--- src/rtl/mmio_uart_ctrl.sv ---
// MEM-stage MMIO controller: UART RX FIFO, single-entry TX holding register,
// cycle/instruction counters and a registered read port aligned with WB.
module mmio_uart_ctrl #(
   parameter int          RX_FIFO_DEPTH = 4,
   parameter logic [31:0] MMIO_BASE     = 32'h8000_0000
) (
   input  logic        clk,
   input  logic        rst,
   input  logic        en,
   input  logic        we,
   input  logic [31:0] addr,
   input  logic [31:0] din,
   output logic [31:0] dout,
   input  logic        inst_retired,
   input  logic [7:0]  uart_rx_data_out,
   input  logic        uart_rx_data_out_valid,
   output logic        uart_rx_data_out_ready,
   output logic [7:0]  uart_tx_data_in,
   output logic        uart_tx_data_in_valid,
   input  logic        uart_tx_data_in_ready
);

   localparam int PW = $clog2(RX_FIFO_DEPTH);
   localparam int CW = PW + 1;

   localparam logic [31:0] A_STATUS = MMIO_BASE + 32'h00;
   localparam logic [31:0] A_RXDATA = MMIO_BASE + 32'h04;
   localparam logic [31:0] A_TXDATA = MMIO_BASE + 32'h08;
   localparam logic [31:0] A_CYCLE  = MMIO_BASE + 32'h10;
   localparam logic [31:0] A_INST   = MMIO_BASE + 32'h14;
   localparam logic [31:0] A_CNTRST = MMIO_BASE + 32'h18;

   logic [7:0]    fifo_mem [RX_FIFO_DEPTH];
   logic [PW-1:0] rd_ptr;
   logic [PW-1:0] wr_ptr;
   logic [CW-1:0] rx_count;
   logic          tx_valid;
   logic [7:0]    tx_data;
   logic          tx_overrun;
   logic [31:0]   cycle_count;
   logic [31:0]   inst_count;

   logic        load;
   logic        store;
   logic        rx_empty;
   logic        rx_full;
   logic        push;
   logic        pop;
   logic        drain;
   logic        tx_store;
   logic        tx_accept;
   logic        status_rd;
   logic        cnt_clr;
   logic [31:0] status_word;
   logic [31:0] rd_data;
   logic        unused_din;

   assign load      = en & ~we;
   assign store     = en & we;
   assign rx_empty  = (rx_count == '0);
   assign rx_full   = (rx_count == CW'(RX_FIFO_DEPTH));
   assign push      = uart_rx_data_out_valid & uart_rx_data_out_ready;
   assign pop       = load & (addr == A_RXDATA) & ~rx_empty;
   assign drain     = tx_valid & uart_tx_data_in_ready;
   assign tx_store  = store & (addr == A_TXDATA);
   // A store may refill the holding register in the same cycle it drains.
   assign tx_accept = tx_store & (~tx_valid | drain);
   assign status_rd = load & (addr == A_STATUS);
   assign cnt_clr   = store & (addr == A_CNTRST);
   assign unused_din = ^din[31:8];

   assign uart_rx_data_out_ready = ~rx_full;
   assign uart_tx_data_in        = tx_data;
   assign uart_tx_data_in_valid  = tx_valid;

   assign status_word = {29'd0, tx_overrun, ~rx_empty, ~tx_valid};

   always_comb begin
      rd_data = '0;
      case (addr)
         A_STATUS: rd_data = status_word;
         A_RXDATA: rd_data = rx_empty ? 32'd0 : {24'd0, fifo_mem[rd_ptr]};
         A_CYCLE:  rd_data = cycle_count;
         A_INST:   rd_data = inst_count;
         default:  rd_data = '0;
      endcase
   end

   always_ff @(posedge clk) begin
      if (push) fifo_mem[wr_ptr] <= uart_rx_data_out;
   end

   always_ff @(posedge clk or posedge rst) begin
      if (rst) begin
         rd_ptr   <= '0;
         wr_ptr   <= '0;
         rx_count <= '0;
      end else begin
         if (push) wr_ptr <= wr_ptr + 1'b1;
         if (pop)  rd_ptr <= rd_ptr + 1'b1;
         if (push & ~pop)      rx_count <= rx_count + 1'b1;
         else if (pop & ~push) rx_count <= rx_count - 1'b1;
      end
   end

   always_ff @(posedge clk or posedge rst) begin
      if (rst) begin
         tx_valid   <= 1'b0;
         tx_data    <= 8'd0;
         tx_overrun <= 1'b0;
      end else begin
         if (tx_accept) begin
            tx_valid <= 1'b1;
            tx_data  <= din[7:0];
         end else if (drain) begin
            tx_valid <= 1'b0;
         end
         // A fresh overrun outranks the clear-on-read of status.
         if (tx_store & ~tx_accept) tx_overrun <= 1'b1;
         else if (status_rd)        tx_overrun <= 1'b0;
      end
   end

   always_ff @(posedge clk or posedge rst) begin
      if (rst) begin
         cycle_count <= '0;
         inst_count  <= '0;
      end else if (cnt_clr) begin
         cycle_count <= '0;
         inst_count  <= '0;
      end else begin
         cycle_count <= cycle_count + 32'd1;
         if (inst_retired) inst_count <= inst_count + 32'd1;
      end
   end

   always_ff @(posedge clk or posedge rst) begin
      if (rst)       dout <= '0;
      else if (load) dout <= rd_data;
   end

endmodule
--- config.mk ---
export PLATFORM = sky130hd
export DESIGN_NAME = mmio_uart_ctrl
export DESIGN_NICKNAME = d
export VERILOG_FILES = /design/src/rtl/mmio_uart_ctrl.sv
export SDC_FILE = /design/constraint.sdc
export NUM_CORES = 1
export LEC_CHECK = 0
export ABC_AREA = 1
export BUFFER_PORTS_ARGS = -buffer_cell sky130_fd_sc_hd__buf_2
export CORE_UTILIZATION = 58
export DETAILED_ROUTE_END_ITERATION = 16
export PLACE_DENSITY = 0.81
export REMOVE_ABC_BUFFERS = 1
export SLEW_MARGIN = 20
export SYNTH_ARGS = -nofsm -noshare
export SYNTH_HDL_FRONTEND = slang
export SYNTH_SLANG_ARGS = --single-unit
--- constraint.sdc ---
create_clock -name clk -period 8.7 [get_ports clk]
set_clock_uncertainty 0.05 [all_clocks]
set_input_delay 0.87 -clock clk [delete_from_list [all_inputs] [get_ports clk]]
set_output_delay 0.87 -clock clk [all_outputs]
set_load 0.05 [all_outputs]
==> metrics <==
Slew @ Worst Pin 0.9940 ns; minimum clock period 2.567 ns; synth unique cells 38; # diodes 0; cts-stage hold buffer count 0; Detail Placement HPWL 13.09 mm; Hold Crit Class flop to flop; most frequent cells in the layout nand2_1 (289), nor2_1 (201), dfrtp_1 (113), inv_1 (108), buf_2 (96); Worst VDD drop 159.0 uV; worst-path maximum fanout 9; asr flop ratio synth 77.93%; met2 wire len 8.837 mm; setup bufs post-CTS 0; CP Launch Type flop; WL met3 1.011 mm; CP Cell Sequence nor3_2, inv_1, nand4_1, ha_1, inv_1, fa_1, a21oi_1, o21ai_0, xnor2_1; # rows 42; run status finished clean; total number of vias 6895; Final setup violation count 0; number of synthesized flops with an enable pin 32; Max-Cap Viols 0; sum of negative setup slack 0 ns; worst hold slack 0.4233 ns; gr usage total 28.32%; Crit-path slowest cell nor3_2; Seq cells post-synth 145; CTS tree built; WP data arrival 2.83 ns; Clock Pin Slew Worst Setup and Hold Paths 0.06 ns; core area 13190 um2; R2R Path Start rx_count[0]; syn avg cell area 7.646 um2; Root Driver clkbuf_16; layout cells sized above 1 16.00%; Starting Density 59.18%; Max Clk Rate 389.5 MHz; top layer in use met4; clock latency on the worst-skew pair 0.43 ns; # DRC 0; die height 118.0 um; pin count of the biggest net entering global routing 65; sequential share of the synthesized area 48.53%; Routability Congestion 0.9294; Reg power frac 47.1%; Clock Sinks 145; Sw Share 28.59%; # port buffers 96; Slew HR 33.66%; ys flop type dfrtp_1; routed wire length 18.37 mm; initial antenna violation count 0; Routed Antenna Nets 0; Final Slew Violations 0; RSZ-0062 raised after global routing false; Crit. Startpoint rx_count[0]; vias in the first global route 6527; io pins 121; yosys warns 0; total CTS buffers 17; max incr delay on CP 0.62 ns; commonest non-fill, non-tap cell in the layout nand2_1; total grt overflow 0; most frequent CP cell inv_1; static leakage power 4.660 nW; nets 1205; R2R Path End rx_count[2]; P per Cell Area 191.7 nW/um2; Final Hold Violating Endpoints 0; Die ar. 13930 um2; initial DRC count 580; Setup CP Type flop to flop; R2R setup slack 6.13 ns; CTS max path bufs 2; H-tree levels 4; WP data required 8.96 ns; reg2reg path depth 9; Die X 118.0 um; Sw Pwr 0.0004926 W; CP Capture Type flop; Gate Count Post-Synth 1021; clock share of power 41.2%; Area growth, synth to finish 15.13%; WL/cell 14.05 um; first-pass GRT wire length 30.90 mm; fin crit share 29.51%; post_cts resized 0; proportion of power drawn by combinational gates 11.7%; M1 wire length 8.087 mm; Int Pwr 0.001231 W; Vias/cell 5.275; synthesized area 7806 um2; first drt pass iteration count 5; worst setup path endpoint rx_count[2]
==> layer usage <==
metal / GRT usage (%) / up-vias
li1: - / 3420
met4: 9.856 / 0
met1: 38.26 / 3197
met2: 45.63 / 243
met3: 5.669 / 35
met5: 0 / -
==> power groups by stage <==
| stage | clock (W) | combinational (W) | sequential, W |
|---|---|---|---|
| after floorplan | 0 | 0.000143 | 0.000808 |
| after global placement | 0 | 0.000191 | 0.000821 |
| after detailed placement | 0 | 0.000198 | 0.000823 |
| after CTS | 0.000717 | 0.000202 | 0.000812 |
| after global routing | 0.000749 | 0.000227 | 0.000819 |
| final | 0.000710 | 0.000201 | 0.000812 |
==> layout make-up <==
type / count / area, um2
timing repair buffer: 99 / 503.0
clock buffer: 17 / 425.4
inverter: 117 / 442.9
multi-input combinational: 738 / 3460
tap: 176 / 220.2
fill: 1095 / 4203
sequential: 145 / 3789
clock inverter: 15 / 147.6
==> critical path, delay by kind of cell, from the launching register on <==
family,cells,cell delay (ns)
and+or+nand+nor,2,0.79
adders and majority gates,2,0.55
DFF,1,0.44
AOI/OAI and AO/OA,2,0.26
buffers and inverters,2,0.22
xor gates and xnor gates,1,0.14
==> cells in the mapped netlist, types with 12 or more instances <==
library cell | n | area [um2]
a21oi_1 | 20 | 100.1
buf_2 | 12 | 60.06
dfrtp_1 | 113 | 2828
edfxtp_1 | 32 | 960.9
inv_1 | 109 | 409.1
nand2_1 | 289 | 1085
nand3_1 | 43 | 215.2
nand4_1 | 19 | 118.9
nor2_1 | 202 | 758.2
nor3_1 | 27 | 135.1
o21ai_0 | 31 | 155.2
o21ai_1 | 17 | 85.08
xor2_1 | 22 | 192.7
==> how the worst min path moves through the flow <==
stage               startpoint    endpoint  slack, ns  depth (start not counted)
global route           dout[9]     dout[9]       0.44                          2
floorplan           tx_overrun  tx_overrun       0.40                          2
CTS                    dout[9]     dout[9]       0.43                          2
detailed placement    dout[12]    dout[12]       0.41                          2
global placement      dout[13]    dout[13]       0.41                          2
finish                dout[21]    dout[21]       0.42                          2
==> sequential cells by signal, indices dropped and copies added (netlist names) <==
signal and cells:
uart_tx_data_in_valid 1, fifo_mem 32, dout 32, inst_count 32
cycle_count 32, wr_ptr 2, rd_ptr 2, rx_count 3
tx_overrun 1, uart_tx_data_in 8
==> stage by stage <==
stage	setup WS, ns	total power, W	std cells	instance area (um2)	utilization [%]
CTS	6.126	0.001730	1307	8987	68.14
global placement	5.765	0.001012	1275	8414	63.79
finish	6.133	0.001723	1307	8987	68.14
global route	5.913	0.001795	1307	8987	68.14
detailed placement	5.695	0.001021	1275	8414	63.79
floorplan	4.793	0.0009510	1000	7686	-
==> cells by family (layout without fill, tap and decap cells) <==
| kind of cell | Yosys count | count (layout) | synth area share, % |
|---|---|---|---|
| simple gates | 620 | 620 | 33.92 |
| buf+inv | 138 | 248 | 7.180 |
| flops | 145 | 145 | 48.53 |
| xor+xnor | 28 | 28 | 3.141 |
| compound gates | 82 | 82 | 5.850 |
| fa+ha+maj | 8 | 8 | 1.378 |
No activity file was read; power rests on OpenSTA's default activity.
